--- src/rtl/muldiv_pkg.sv ---
// muldiv_pkg
//   Shared constants and types for the RV32M multiply/divide sequencer:
//   instruction-field encodings, the sequencer state type and a small
//   funct3 classification helper.
package muldiv_pkg;

  localparam logic [6:0] OPCODE_OP     = 7'b0110011;
  localparam logic [6:0] FUNCT7_MULDIV = 7'b0000001;

  localparam logic [2:0] F3_MUL    = 3'b000;
  localparam logic [2:0] F3_MULH   = 3'b001;
  localparam logic [2:0] F3_MULHSU = 3'b010;
  localparam logic [2:0] F3_MULHU  = 3'b011;
  localparam logic [2:0] F3_DIV    = 3'b100;
  localparam logic [2:0] F3_DIVU   = 3'b101;
  localparam logic [2:0] F3_REM    = 3'b110;
  localparam logic [2:0] F3_REMU   = 3'b111;

  typedef enum logic [1:0] {
    MD_IDLE = 2'b00,
    MD_MUL  = 2'b01,
    MD_DIV  = 2'b10,
    MD_DONE = 2'b11
  } md_state_t;

  // All divide/remainder encodings have funct3[2] set.
  function automatic logic is_div(input logic [2:0] funct3);
    return funct3[2];
  endfunction

endpackage

--- src/rtl/muldiv_datapath.sv ---
// muldiv_datapath
//   Shared iterative engine: shift-add multiplier and restoring divider on
//   unsigned magnitudes, plus the iteration counter.
//   Ports:
//     clk, reset          clock, async active-high reset
//     load                latch operands and mode, arm counter for XLEN steps
//     step                perform one iteration
//     finish              clear the counter (completion or abort)
//     div_mode            1 = divide, 0 = multiply (sampled on load)
//     load_a, load_b      magnitudes: multiplier/dividend, multiplicand/divisor
//     last                counter has reached zero (final iteration)
//     acc_next            accumulator value after the current step
//                         multiply: {product_hi, product_lo}
//                         divide:   {remainder, quotient}
module muldiv_datapath #(
  parameter int XLEN  = 32,
  parameter int CNT_W = $clog2(XLEN) + 1
) (
  input  logic              clk,
  input  logic              reset,
  input  logic              load,
  input  logic              step,
  input  logic              finish,
  input  logic              div_mode,
  input  logic [XLEN-1:0]   load_a,
  input  logic [XLEN-1:0]   load_b,
  output logic              last,
  output logic [2*XLEN-1:0] acc_next
);

  localparam logic [CNT_W-1:0] CNT_LOAD = CNT_W'(XLEN - 1);
  localparam logic [CNT_W-1:0] CNT_ONE  = CNT_W'(1);

  logic [2*XLEN-1:0] acc_r;
  logic [XLEN-1:0]   opb_r;
  logic              div_r;
  logic [CNT_W-1:0]  cnt_r;

  logic [XLEN:0]     mul_sum_s;
  logic [XLEN:0]     div_shift_s;
  logic [XLEN:0]     div_diff_s;
  logic [2*XLEN-1:0] step_val_s;

  // One iteration of either engine; the carry/borrow bit is kept at XLEN+1.
  always_comb begin
    mul_sum_s   = {1'b0, acc_r[2*XLEN-1:XLEN]} +
                  (acc_r[0] ? {1'b0, opb_r} : {(XLEN+1){1'b0}});
    div_shift_s = {acc_r[2*XLEN-1:XLEN], acc_r[XLEN-1]};
    div_diff_s  = div_shift_s - {1'b0, opb_r};
    if (div_r) begin
      // Restore when the trial subtraction borrows.
      if (div_diff_s[XLEN]) begin
        step_val_s = {div_shift_s[XLEN-1:0], acc_r[XLEN-2:0], 1'b0};
      end else begin
        step_val_s = {div_diff_s[XLEN-1:0], acc_r[XLEN-2:0], 1'b1};
      end
    end else begin
      step_val_s = {mul_sum_s, acc_r[XLEN-1:1]};
    end
  end

  assign acc_next = step_val_s;
  assign last     = (cnt_r == {CNT_W{1'b0}});

  // Operand, accumulator and counter registers.
  always_ff @(posedge clk or posedge reset) begin
    if (reset) begin
      acc_r <= {(2*XLEN){1'b0}};
      opb_r <= {XLEN{1'b0}};
      div_r <= 1'b0;
      cnt_r <= {CNT_W{1'b0}};
    end else if (load) begin
      acc_r <= {{XLEN{1'b0}}, load_a};
      opb_r <= load_b;
      div_r <= div_mode;
      cnt_r <= CNT_LOAD;
    end else begin
      if (step) begin
        acc_r <= step_val_s;
      end else begin
        acc_r <= acc_r;
      end
      if (finish) begin
        cnt_r <= {CNT_W{1'b0}};
      end else if (step) begin
        cnt_r <= cnt_r - CNT_ONE;
      end else begin
        cnt_r <= cnt_r;
      end
    end
  end

endmodule

--- src/rtl/ex_muldiv_ctrl.sv ---
// ex_muldiv_ctrl
//   Execute-stage sequencer for RV32M ops. Detects an M op in ID/EX, stalls
//   the front of the pipeline while muldiv_datapath iterates, and delivers a
//   registered result with a one-cycle out_valid pulse in the DONE state.
//   Sign handling and the divide-by-zero / overflow shortcuts live here.
//   Optional build macro: MULDIV_FAST_MUL_EN -- multiplies use a single-cycle
//   product registered at accept; divides stay iterative.
//   Ports:
//     clk, reset            clock, async active-high reset
//     in_valid              ID/EX holds a valid instruction
//     in_opcode, in_funct7  decode fields identifying an M op
//     in_funct3             M-op select
//     in_rs1, in_rs2        forwarded operands
//     in_flush              abort any op in flight
//     out_stall             freeze PC, IF/ID, ID/EX
//     out_valid             out_result valid (one-cycle pulse)
//     out_result            result, held until the next completion
//     out_busy              sequencer not idle
module ex_muldiv_ctrl
  import muldiv_pkg::*;
#(
  parameter int XLEN  = 32,
  parameter int CNT_W = $clog2(XLEN) + 1
) (
  input  logic            clk,
  input  logic            reset,
  input  logic            in_valid,
  input  logic [6:0]      in_opcode,
  input  logic [6:0]      in_funct7,
  input  logic [2:0]      in_funct3,
  input  logic [XLEN-1:0] in_rs1,
  input  logic [XLEN-1:0] in_rs2,
  input  logic            in_flush,
  output logic            out_stall,
  output logic            out_valid,
  output logic [XLEN-1:0] out_result,
  output logic            out_busy
);

  localparam logic [XLEN-1:0] XMIN  = {1'b1, {(XLEN-1){1'b0}}};
  localparam logic [XLEN-1:0] XONES = {XLEN{1'b1}};
  localparam logic [XLEN-1:0] XZERO = {XLEN{1'b0}};

  md_state_t         state_r;
  logic [XLEN-1:0]   result_r;
  logic              valid_r;
  logic [2:0]        f3_r;
  logic              neg_main_r;
  logic              neg_rem_r;

  logic              start_s, div_op_s, run_s, step_s, finish_s, load_s, last_s;
  logic              a_signed_s, b_signed_s, a_neg_s, b_neg_s;
  logic              div_zero_s, div_ovf_s, quick_s, fast_mul_s;
  logic [XLEN-1:0]   mag_a_s, mag_b_s, special_res_s, quick_res_s, iter_res_s, fast_res_s;
  logic [2*XLEN-1:0] acc_next_s;

  // Map the unsigned engine output back to the architectural result.
  // neg_main: product or quotient negative; neg_rem: remainder negative.
  function automatic logic [XLEN-1:0] fix_result(input logic [2:0] f3,
                                                 input logic neg_main,
                                                 input logic neg_rem,
                                                 input logic [2*XLEN-1:0] acc);
    logic [2*XLEN-1:0] prod;
    logic [XLEN-1:0]   res;
    if (is_div(f3)) begin
      if (f3[1]) begin
        res = neg_rem ? -acc[2*XLEN-1:XLEN] : acc[2*XLEN-1:XLEN];
      end else begin
        res = neg_main ? -acc[XLEN-1:0] : acc[XLEN-1:0];
      end
    end else begin
      prod = neg_main ? -acc : acc;
      res  = (f3 == F3_MUL) ? prod[XLEN-1:0] : prod[2*XLEN-1:XLEN];
    end
    return res;
  endfunction

  // Decode, operand magnitudes and accept-time shortcuts.
  always_comb begin
    a_signed_s = 1'b0;
    b_signed_s = 1'b0;
    case (in_funct3)
      F3_MUL, F3_MULH, F3_DIV, F3_REM: begin
        a_signed_s = 1'b1;
        b_signed_s = 1'b1;
      end
      F3_MULHSU: begin
        a_signed_s = 1'b1;
        b_signed_s = 1'b0;
      end
      default: begin
        a_signed_s = 1'b0;
        b_signed_s = 1'b0;
      end
    endcase
    a_neg_s    = a_signed_s & in_rs1[XLEN-1];
    b_neg_s    = b_signed_s & in_rs2[XLEN-1];
    mag_a_s    = a_neg_s ? -in_rs1 : in_rs1;
    mag_b_s    = b_neg_s ? -in_rs2 : in_rs2;
    div_op_s   = is_div(in_funct3);
    div_zero_s = div_op_s & (in_rs2 == XZERO);
    div_ovf_s  = div_op_s & ~in_funct3[0] & (in_rs1 == XMIN) & (in_rs2 == XONES);
    if (div_zero_s) begin
      special_res_s = in_funct3[1] ? in_rs1 : XONES;
    end else if (div_ovf_s) begin
      special_res_s = in_funct3[1] ? XZERO : XMIN;
    end else begin
      special_res_s = XZERO;
    end
  end

`ifdef MULDIV_FAST_MUL_EN
  logic [2*XLEN-1:0] fast_prod_s;
  assign fast_prod_s = {{XLEN{1'b0}}, mag_a_s} * {{XLEN{1'b0}}, mag_b_s};
  assign fast_mul_s  = ~div_op_s;
  assign fast_res_s  = fix_result(in_funct3, a_neg_s ^ b_neg_s, 1'b0, fast_prod_s);
`else
  assign fast_mul_s  = 1'b0;
  assign fast_res_s  = XZERO;
`endif

  assign quick_s     = div_zero_s | div_ovf_s | fast_mul_s;
  assign quick_res_s = fast_mul_s ? fast_res_s : special_res_s;

  // reset is folded in so a held instruction cannot raise out_stall while reset is asserted.
  assign start_s  = in_valid & (in_opcode == OPCODE_OP) & (in_funct7 == FUNCT7_MULDIV) &
                    (state_r == MD_IDLE) & ~in_flush & ~reset;
  assign run_s    = (state_r == MD_MUL) | (state_r == MD_DIV);
  assign load_s   = start_s & ~quick_s;
  assign step_s   = run_s & ~in_flush;
  assign finish_s = run_s & (in_flush | last_s);

  assign iter_res_s = fix_result(f3_r, neg_main_r, neg_rem_r, acc_next_s);

  muldiv_datapath #(
    .XLEN  (XLEN),
    .CNT_W (CNT_W)
  ) u_datapath (
    .clk      (clk),
    .reset    (reset),
    .load     (load_s),
    .step     (step_s),
    .finish   (finish_s),
    .div_mode (div_op_s),
    .load_a   (mag_a_s),
    .load_b   (mag_b_s),
    .last     (last_s),
    .acc_next (acc_next_s)
  );

  // Sequencer FSM with registered result and valid.
  always_ff @(posedge clk or posedge reset) begin
    if (reset) begin
      state_r    <= MD_IDLE;
      result_r   <= XZERO;
      valid_r    <= 1'b0;
      f3_r       <= 3'b000;
      neg_main_r <= 1'b0;
      neg_rem_r  <= 1'b0;
    end else begin
      valid_r <= 1'b0;
      case (state_r)
        MD_IDLE: begin
          if (start_s) begin
            f3_r       <= in_funct3;
            neg_main_r <= a_neg_s ^ b_neg_s;
            neg_rem_r  <= a_neg_s;
            if (quick_s) begin
              state_r  <= MD_DONE;
              result_r <= quick_res_s;
              valid_r  <= 1'b1;
            end else if (div_op_s) begin
              state_r <= MD_DIV;
            end else begin
              state_r <= MD_MUL;
            end
          end else begin
            state_r <= MD_IDLE;
          end
        end
        MD_MUL, MD_DIV: begin
          if (in_flush) begin
            state_r <= MD_IDLE;
          end else if (last_s) begin
            state_r  <= MD_DONE;
            result_r <= iter_res_s;
            valid_r  <= 1'b1;
          end else begin
            state_r <= state_r;
          end
        end
        MD_DONE: begin
          state_r <= MD_IDLE;
        end
        default: begin
          state_r <= MD_IDLE;
        end
      endcase
    end
  end

  assign out_stall  = start_s | run_s;
  assign out_valid  = valid_r & ~in_flush;
  assign out_result = result_r;
  assign out_busy   = (state_r != MD_IDLE);

endmodule

--- config.mk ---
export PLATFORM = sky130hd
export DESIGN_NAME = ex_muldiv_ctrl
export DESIGN_NICKNAME = d
export VERILOG_FILES = /design/src/rtl/muldiv_pkg.sv /design/src/rtl/muldiv_datapath.sv /design/src/rtl/ex_muldiv_ctrl.sv
export SDC_FILE = /design/constraint.sdc
export NUM_CORES = 1
export LEC_CHECK = 0
export ABC_AREA = 1
export ABC_CLOCK_PERIOD_IN_PS = 4350
export BUFFER_PORTS_ARGS = -buffer_cell sky130_fd_sc_hd__buf_4
export CAP_MARGIN = 10
export CORE_MARGIN = 4
export CORE_UTILIZATION = 29
export CTS_BUF_LIST = sky130_fd_sc_hd__clkbuf_8
export CTS_CLUSTER_DIAMETER = 200
export DETAILED_ROUTE_END_ITERATION = 10
export GPL_ROUTABILITY_DRIVEN = 0
export PLACE_DENSITY = 0.58
export SLEW_MARGIN = 5
export SYNTH_ARGS = -nofsm -noshare
export SYNTH_HDL_FRONTEND = slang
export SYNTH_SLANG_ARGS = --single-unit
--- constraint.sdc ---
create_clock -name clk -period 4.35 [get_ports clk]
set_input_delay 0.435 -clock clk [delete_from_list [all_inputs] [get_ports clk]]
set_output_delay 0.435 -clock clk [all_outputs]
set_load 0.05 [all_outputs]
==> results of run 1 <==
## cell type report
type | count | area (sq um)
Sequential cell | 143 | 3580
Timing Repair Buffer | 298 | 2290
Antenna cell | 2 | 5.00
Fill cell | 6697 | 38500
Inverter | 416 | 1570
Multi-Input combinational cell | 2335 | 12100
Tap cell | 773 | 967
Clock inverter | 12 | 135
Clock buffer | 19 | 262
## where the power goes
group | internal [mW] | switching [mW]
sequential | 1.36 | 0.0307
clock | 0.539 | 0.637
combinational | 0.439 | 0.826
## per-layer routing
metal  vias to the layer above  part of all wire  wire length, microns
li1                      10100                 -                     -
met2                       921              0.44                 33600
met5                         -                 0                     0
met1                      9610              0.43                 32900
met3                       133             0.082                  6270
met4                         0             0.043                  3300
## final timing paths
path,start,cells after the start,endpoint
max,u_datapath.acc_r[31]$_DFFE_PP0P_,32,out_result[2]$_DFFE_PP0P_
min,in_funct3[2],3,u_datapath.div_r$_DFFE_PP0P_
max reg2reg,u_datapath.acc_r[31]$_DFFE_PP0P_,32,out_result[2]$_DFFE_PP0P_
min reg2reg,out_result[25]$_DFFE_PP0P_,2,out_result[25]$_DFFE_PP0P_
max in group asynchronous,reset,4,u_datapath.acc_r[40]$_DFFE_PP0P_
min in group asynchronous,reset,3,u_datapath.acc_r[28]$_DFFE_PP0P_
## timing repair
action                                 4_1_cts  5_1_grt
endpoints found under the hold margin       12        0
resized for setup                            1       48
setup endpoints to repair                    1       26
hold buffers                                 1        0
buffers inserted                             0       10
pin swaps                                    0       25
## registers in the layout, indices dropped and copies added (netlist names)
register          flops
u_datapath.div_r      1
u_datapath.cnt_r      6
u_datapath.opb_r     32
valid_r               1
state_r               2
f3_r                  3
u_datapath.acc_r     64
neg_rem_r             1
neg_main_r            1
out_result           32
## cells in the mapped netlist, types with 5 or more instances
cell type,instances
a21boi_1,13
or2_2,31
ha_1,73
o31ai_1,5
o22ai_1,23
buf_1,10
nand3b_1,9
xor2_1,91
o21a_1,9
nand4_1,43
a21oi_2,6
o21ai_1,13
xnor2_1,25
a31oi_1,6
o211ai_1,15
o221ai_1,32
inv_2,15
o21ai_0,180
nand2_2,33
a21o_1,5
clkbuf_1,57
o21ai_2,8
o21bai_1,18
nor3_1,41
nand3_1,239
a21oi_1,151
nor2_1,336
buf_2,20
nor4_1,9
nor2_2,14
inv_1,395
nand2_1,869
nor2_4,6
dfrtp_1,143
buf_4,6
## stage by stage
step	hold WS [ps]	std cells	setup TNS, ps	setup slack (ps)
global placement	428	3954	0	114
finish	129	3998	0	44.9
CTS	92.7	3986	0	28.4
detailed placement	429	3954	0	23.5
floorplan	454	2991	0	339
global route	150	3997	-1360	-215
## critical path: cells and delay by family, from the launching register on
family                     cells  cell delay [ps]
and+or+nand+nor               21             2220
adders and majority gates      3              750
AOI/OAI and AO/OA              4              470
DFF                            1              390
buffers and inverters          4              340
## kinds of logic after synthesis
logic type      after synthesis
compound gates              497
xor+xnor                    116
fa+ha+maj                    75
buf+inv                     513
flops                       143
simple gates               1647
## placed cells by master, fill, tap and decap left out, types with 39 or more instances in the layout
cell and n:
nand2_1 857, nand4_1 43, nor2_1 332, buf_4 293, xor2_1 91, nand2_2 39
inv_1 392, ha_1 68, dfrtp_1 139, a21oi_1 149, nor3_1 40, nand3_1 236
o21ai_0 178
==> metrics.cfg, run 1 <==
[setup_path]
required_ps = 4760
r2r_setup_slack_ps = 40
cp_slowest_cell = fa_2
critPathKind = flop to flop
worstPathArrival_ps = 4710
critPathMaxStageDelay_ps = 410
critPathLaunchType = flop
cp-end-kind = flop
critPathMaxFanout = 3

[grt]
use_met1 = 0.315
grt_usage = 0.230
grt_overflow = 0
grt_use_met2 = 0.362
grt_pass1_vias = 19300
antenna_found_initial = 1
globalRouteMet3Util = 0.0396
grt_first_pass_wirelength_mm = 114
busiest_layer = met2
grt_max_degree = 70

[sta]
drv_slew = 0
rsz0062_at_grt = yes
hold_violations = 0
skew_ps = 20.2
worst_pin_slew_ps = 1110
fin_crit_sh = 0.990
post-route-min-period_ps = 4310
finalSetupViolations = 0
maxSlewHeadroom = 0.253
max_freq_ghz = 0.232

[placement]
hpwl_mm = 61.6
io_buffers = 119
post_dp_cell_area_sq_um = 20200

[layout]
drive_gt1_frac = 0.154
finalNetCount = 3371
post-route-cell-area_sq_um = 20900
fin_util = 0.352
syn_to_final_growth_pct = 19.4

[die]
num_rows = 89
dieArea_sq_um = 64400
die_x_microns = 254
start_util = 0.295
die_h_microns = 254
boundaryPins = 120
coreArea_sq_um = 59500

[logic_synthesis]
synth_top_cell_area_share = 0.204
synth_area_sq_um = 17500
synth-xor-area-share = 0.0580
synth_adder_area_share = 0.0544
syn-instance-count = 2991
synth_top_family_by_area = simple AND/OR/NAND/NOR gates
syn_area_per_cell_sq_um = 5.86
muxShareOfSynthArea = 0
synthTopCellsByArea = dfrtp_1 (20%), nand2_1 (19%), inv_1 (8.5%), nor2_1 (7.2%), nand3_1 (6.8%)
synth_edf_count = 0
yosysWarnings = 0
ys_types = 60
synth_top_cell_by_area = dfrtp_1
yosys_register_bits = 143
async_flop_share = 1.00
synth_compound_area_frac = 0.166
synthSimpleGateAreaFrac = 0.402
yosysSeqAreaShare = 0.204
synth_ff_type = dfrtp_1
synth_fp_nets = 3151

[clocking]
clk_path_buf_depth = 2
h-tree-depth = 4
clockRootBuffer = clkbuf_8
clock-sinks = 143
cts_tree = yes
numCtsBuffers = 17
path_clk_slew_ps = 90
clock_latency_ps = 530

[route]
num_vias = 20800
wl_per_cell_microns = 19.0
postRouteAntennaNets = 0
drc = 0
drt_iter0_drc = 2124
totalWireLength_mm = 76.0
dr.pass1.iters = 6
routed_via_density = 5.20

[status]
status = complete, no violations

[run]
max_cap_violations = 0

[pwr]
vdd_drop_max_uv = 215
p_leak_nw = 10.5
power_density_nw_per_um2 = 183
fin_total_pwr_mw = 3.83

[hold_path]
hold_path.class = primary input to flop

Note: power is estimated with default switching activity, not from simulation.
==> run 2: changes to the inputs <==
- CORE_MARGIN: 4 -> 3
- HOLD_SLACK_MARGIN: not set -> 0.15
==> metrics.cfg, run 2 (synthesized netlist as in run 1, its figures left out) <==
[layout]
largest_register_ffs = 64
syn_to_final_growth_pct = 20.2
fin_util = 0.355
finalNetCount = 3381
fillerInstances = 6599
regMostFlops = u_datapath.acc_r
drive_gt1_frac = 0.157
layout_commonest_cell = nand2_1
mostFrequentLayoutCells = nand2_1 (856), inv_1 (392), nor2_1 (333), buf_4 (299), nand3_1 (235)
layout.cells.non_filler = 4009

[pwr]
p_int_mw = 2.38
p_clk_frac = 0.314
p_switching_mw = 1.52
sw_frac_of_total = 0.389
combPwrFrac = 0.330
fin_total_pwr_mw = 3.91
seq_power_share = 0.356
vdd_drop_max_uv = 221
power_density_nw_per_um2 = 185
p_leak_nw = 10.6

[setup_path]
critPathKind = flop to flop
required_ps = 4790
cp_slowest_cell = dfrtp_1
r2r_setup_slack_ps = 90
cp_common_cell = nand2_2
setup.worst_path.start = u_datapath.acc_r[31]$_DFFE_PP0P_
crit_cells = 33
cp-end-kind = flop
critPathLaunchType = flop
path_delay_family = simple AND/OR/NAND/NOR gates
worst-r2r-cell-count = 33
worstPathArrival_ps = 4700
crit_buf_inv = 3
r2r-start = u_datapath.acc_r[31]$_DFFE_PP0P_
r2r-end = out_result[22]$_DFFE_PP0P_
critPathMaxFanout = 3
critPathMaxStageDelay_ps = 400
cp-endpoint = out_result[22]$_DFFE_PP0P_

[route]
totalWireLength_mm = 76.4
drt_iter0_drc = 2295
drc = 0
num_vias = 20800
postRouteAntennaNets = 0
dr.pass1.iters = 6
routed_via_density = 5.18
wl_per_cell_microns = 19.0

[grt]
grt_usage = 0.235
grt_max_degree = 68
grt_pass1_vias = 19200
globalRouteMet3Util = 0.0416
grt_overflow = 0
antenna_found_initial = 3
busiest_layer = met2
grt_use_met2 = 0.366
grt_first_pass_wirelength_mm = 115
use_met1 = 0.317

[clocking]
clk_path_buf_depth = 2
clock-sinks = 143
clock_latency_ps = 550
numCtsBuffers = 17
clockRootBuffer = clkbuf_8
cts_tree = yes
h-tree-depth = 4
path_clk_slew_ps = 100

[sta]
setup_ws_ps = 90.4
skew_ps = 23.3
max_freq_ghz = 0.235
finalSetupTns_ps = 0
post-route-min-period_ps = 4260
fin_crit_sh = 0.979
finalSetupViolations = 0
maxSlewHeadroom = 0.238
drv_slew = 0
worst_pin_slew_ps = 1130
hold_violations = 0
rsz0062_at_grt = yes

[placement]
io_buffers = 119
place_ws_ps = -63.9
dp.cells = 3963
hpwl_mm = 61.8

[die]
dieArea_sq_um = 63400
die_h_microns = 252
start_util = 0.295
die_x_microns = 252
boundaryPins = 120
num_rows = 89
coreArea_sq_um = 59400

[status]
status = complete, no violations

[run]
max_cap_violations = 0

[hold_path]
hold_path.class = primary input to flop
holdCritStartpoint = in_rs2[25]

run 2: changes by cell type in the layout (fill, tap and decap cells not counted), moves of 3 or more:
cell	change
ha_1	-3
buf_4	+6
nand2_2	+3
o21ai_1	+3
run 2: final cells by class:
class,instances,area (sq um),area share
sequential,143,3580,0.170
clock buffer,17,234,0.0111
timing repair buffer,308,2390,0.114
inverter,416,1570,0.0744
tap,773,967,0.0459
clock inverter,15,185,0.00879
multi-input combinational,2335,12100,0.576
antenna,2,5.00,0.000238
run 2: worst min path at each step:
stage,end,slack [ps],depth (start not counted)
floorplan,f3_r[0]$_DFFE_PP0P_,450,2
global route,u_datapath.opb_r[25]$_DFFE_PP0P_,220,3
finish,u_datapath.opb_r[25]$_DFFE_PP0P_,210,3
global placement,out_result[0]$_DFFE_PP0P_,470,2
CTS,u_datapath.opb_r[25]$_DFFE_PP0P_,170,3
detailed placement,out_result[29]$_DFFE_PP0P_,480,2
run 2: power by group through the flow:
stage               registers [mW]  clock network (mW)  logic (mW)
detailed placement            1.41                   0        1.24
global route                  1.39                1.29        1.39
floorplan                     1.40                   0       0.677
global placement              1.41                   0        1.24
CTS                           1.39                1.25        1.25
finish                        1.39                1.23        1.29
run 2: timing repair:
item	in CTS	in global routing
hold endpoints to repair	33	0
gates resized for setup	4	46
setup endpoints to repair	6	26
pin swaps	2	20
setup buffers	1	8
hold buffers	3	0
run 2: per-stage QoR:
stage          instance area (sq um)  hold WS, ps
2_1_floorplan                  17500          454
3_3_place_gp                   20300          467
3_5_place_dp                   20300          477
4_1_cts                        20800          170
5_1_grt                        21100          223
6_report                       21100          207
run 2: worst min-delay path, stage by stage:
cell and delay [ps]:
buf_4 110, xnor2_1 110, o21ai_0 60
run 2: routing by layer:
layer	part of all wire	vias to the layer above	wire length, microns
li1	-	10100	-
met1	0.43	9515	32900
met2	0.43	962	33200
met3	0.084	171	6400
met4	0.050	2	3850
met5	0.00017	-	13
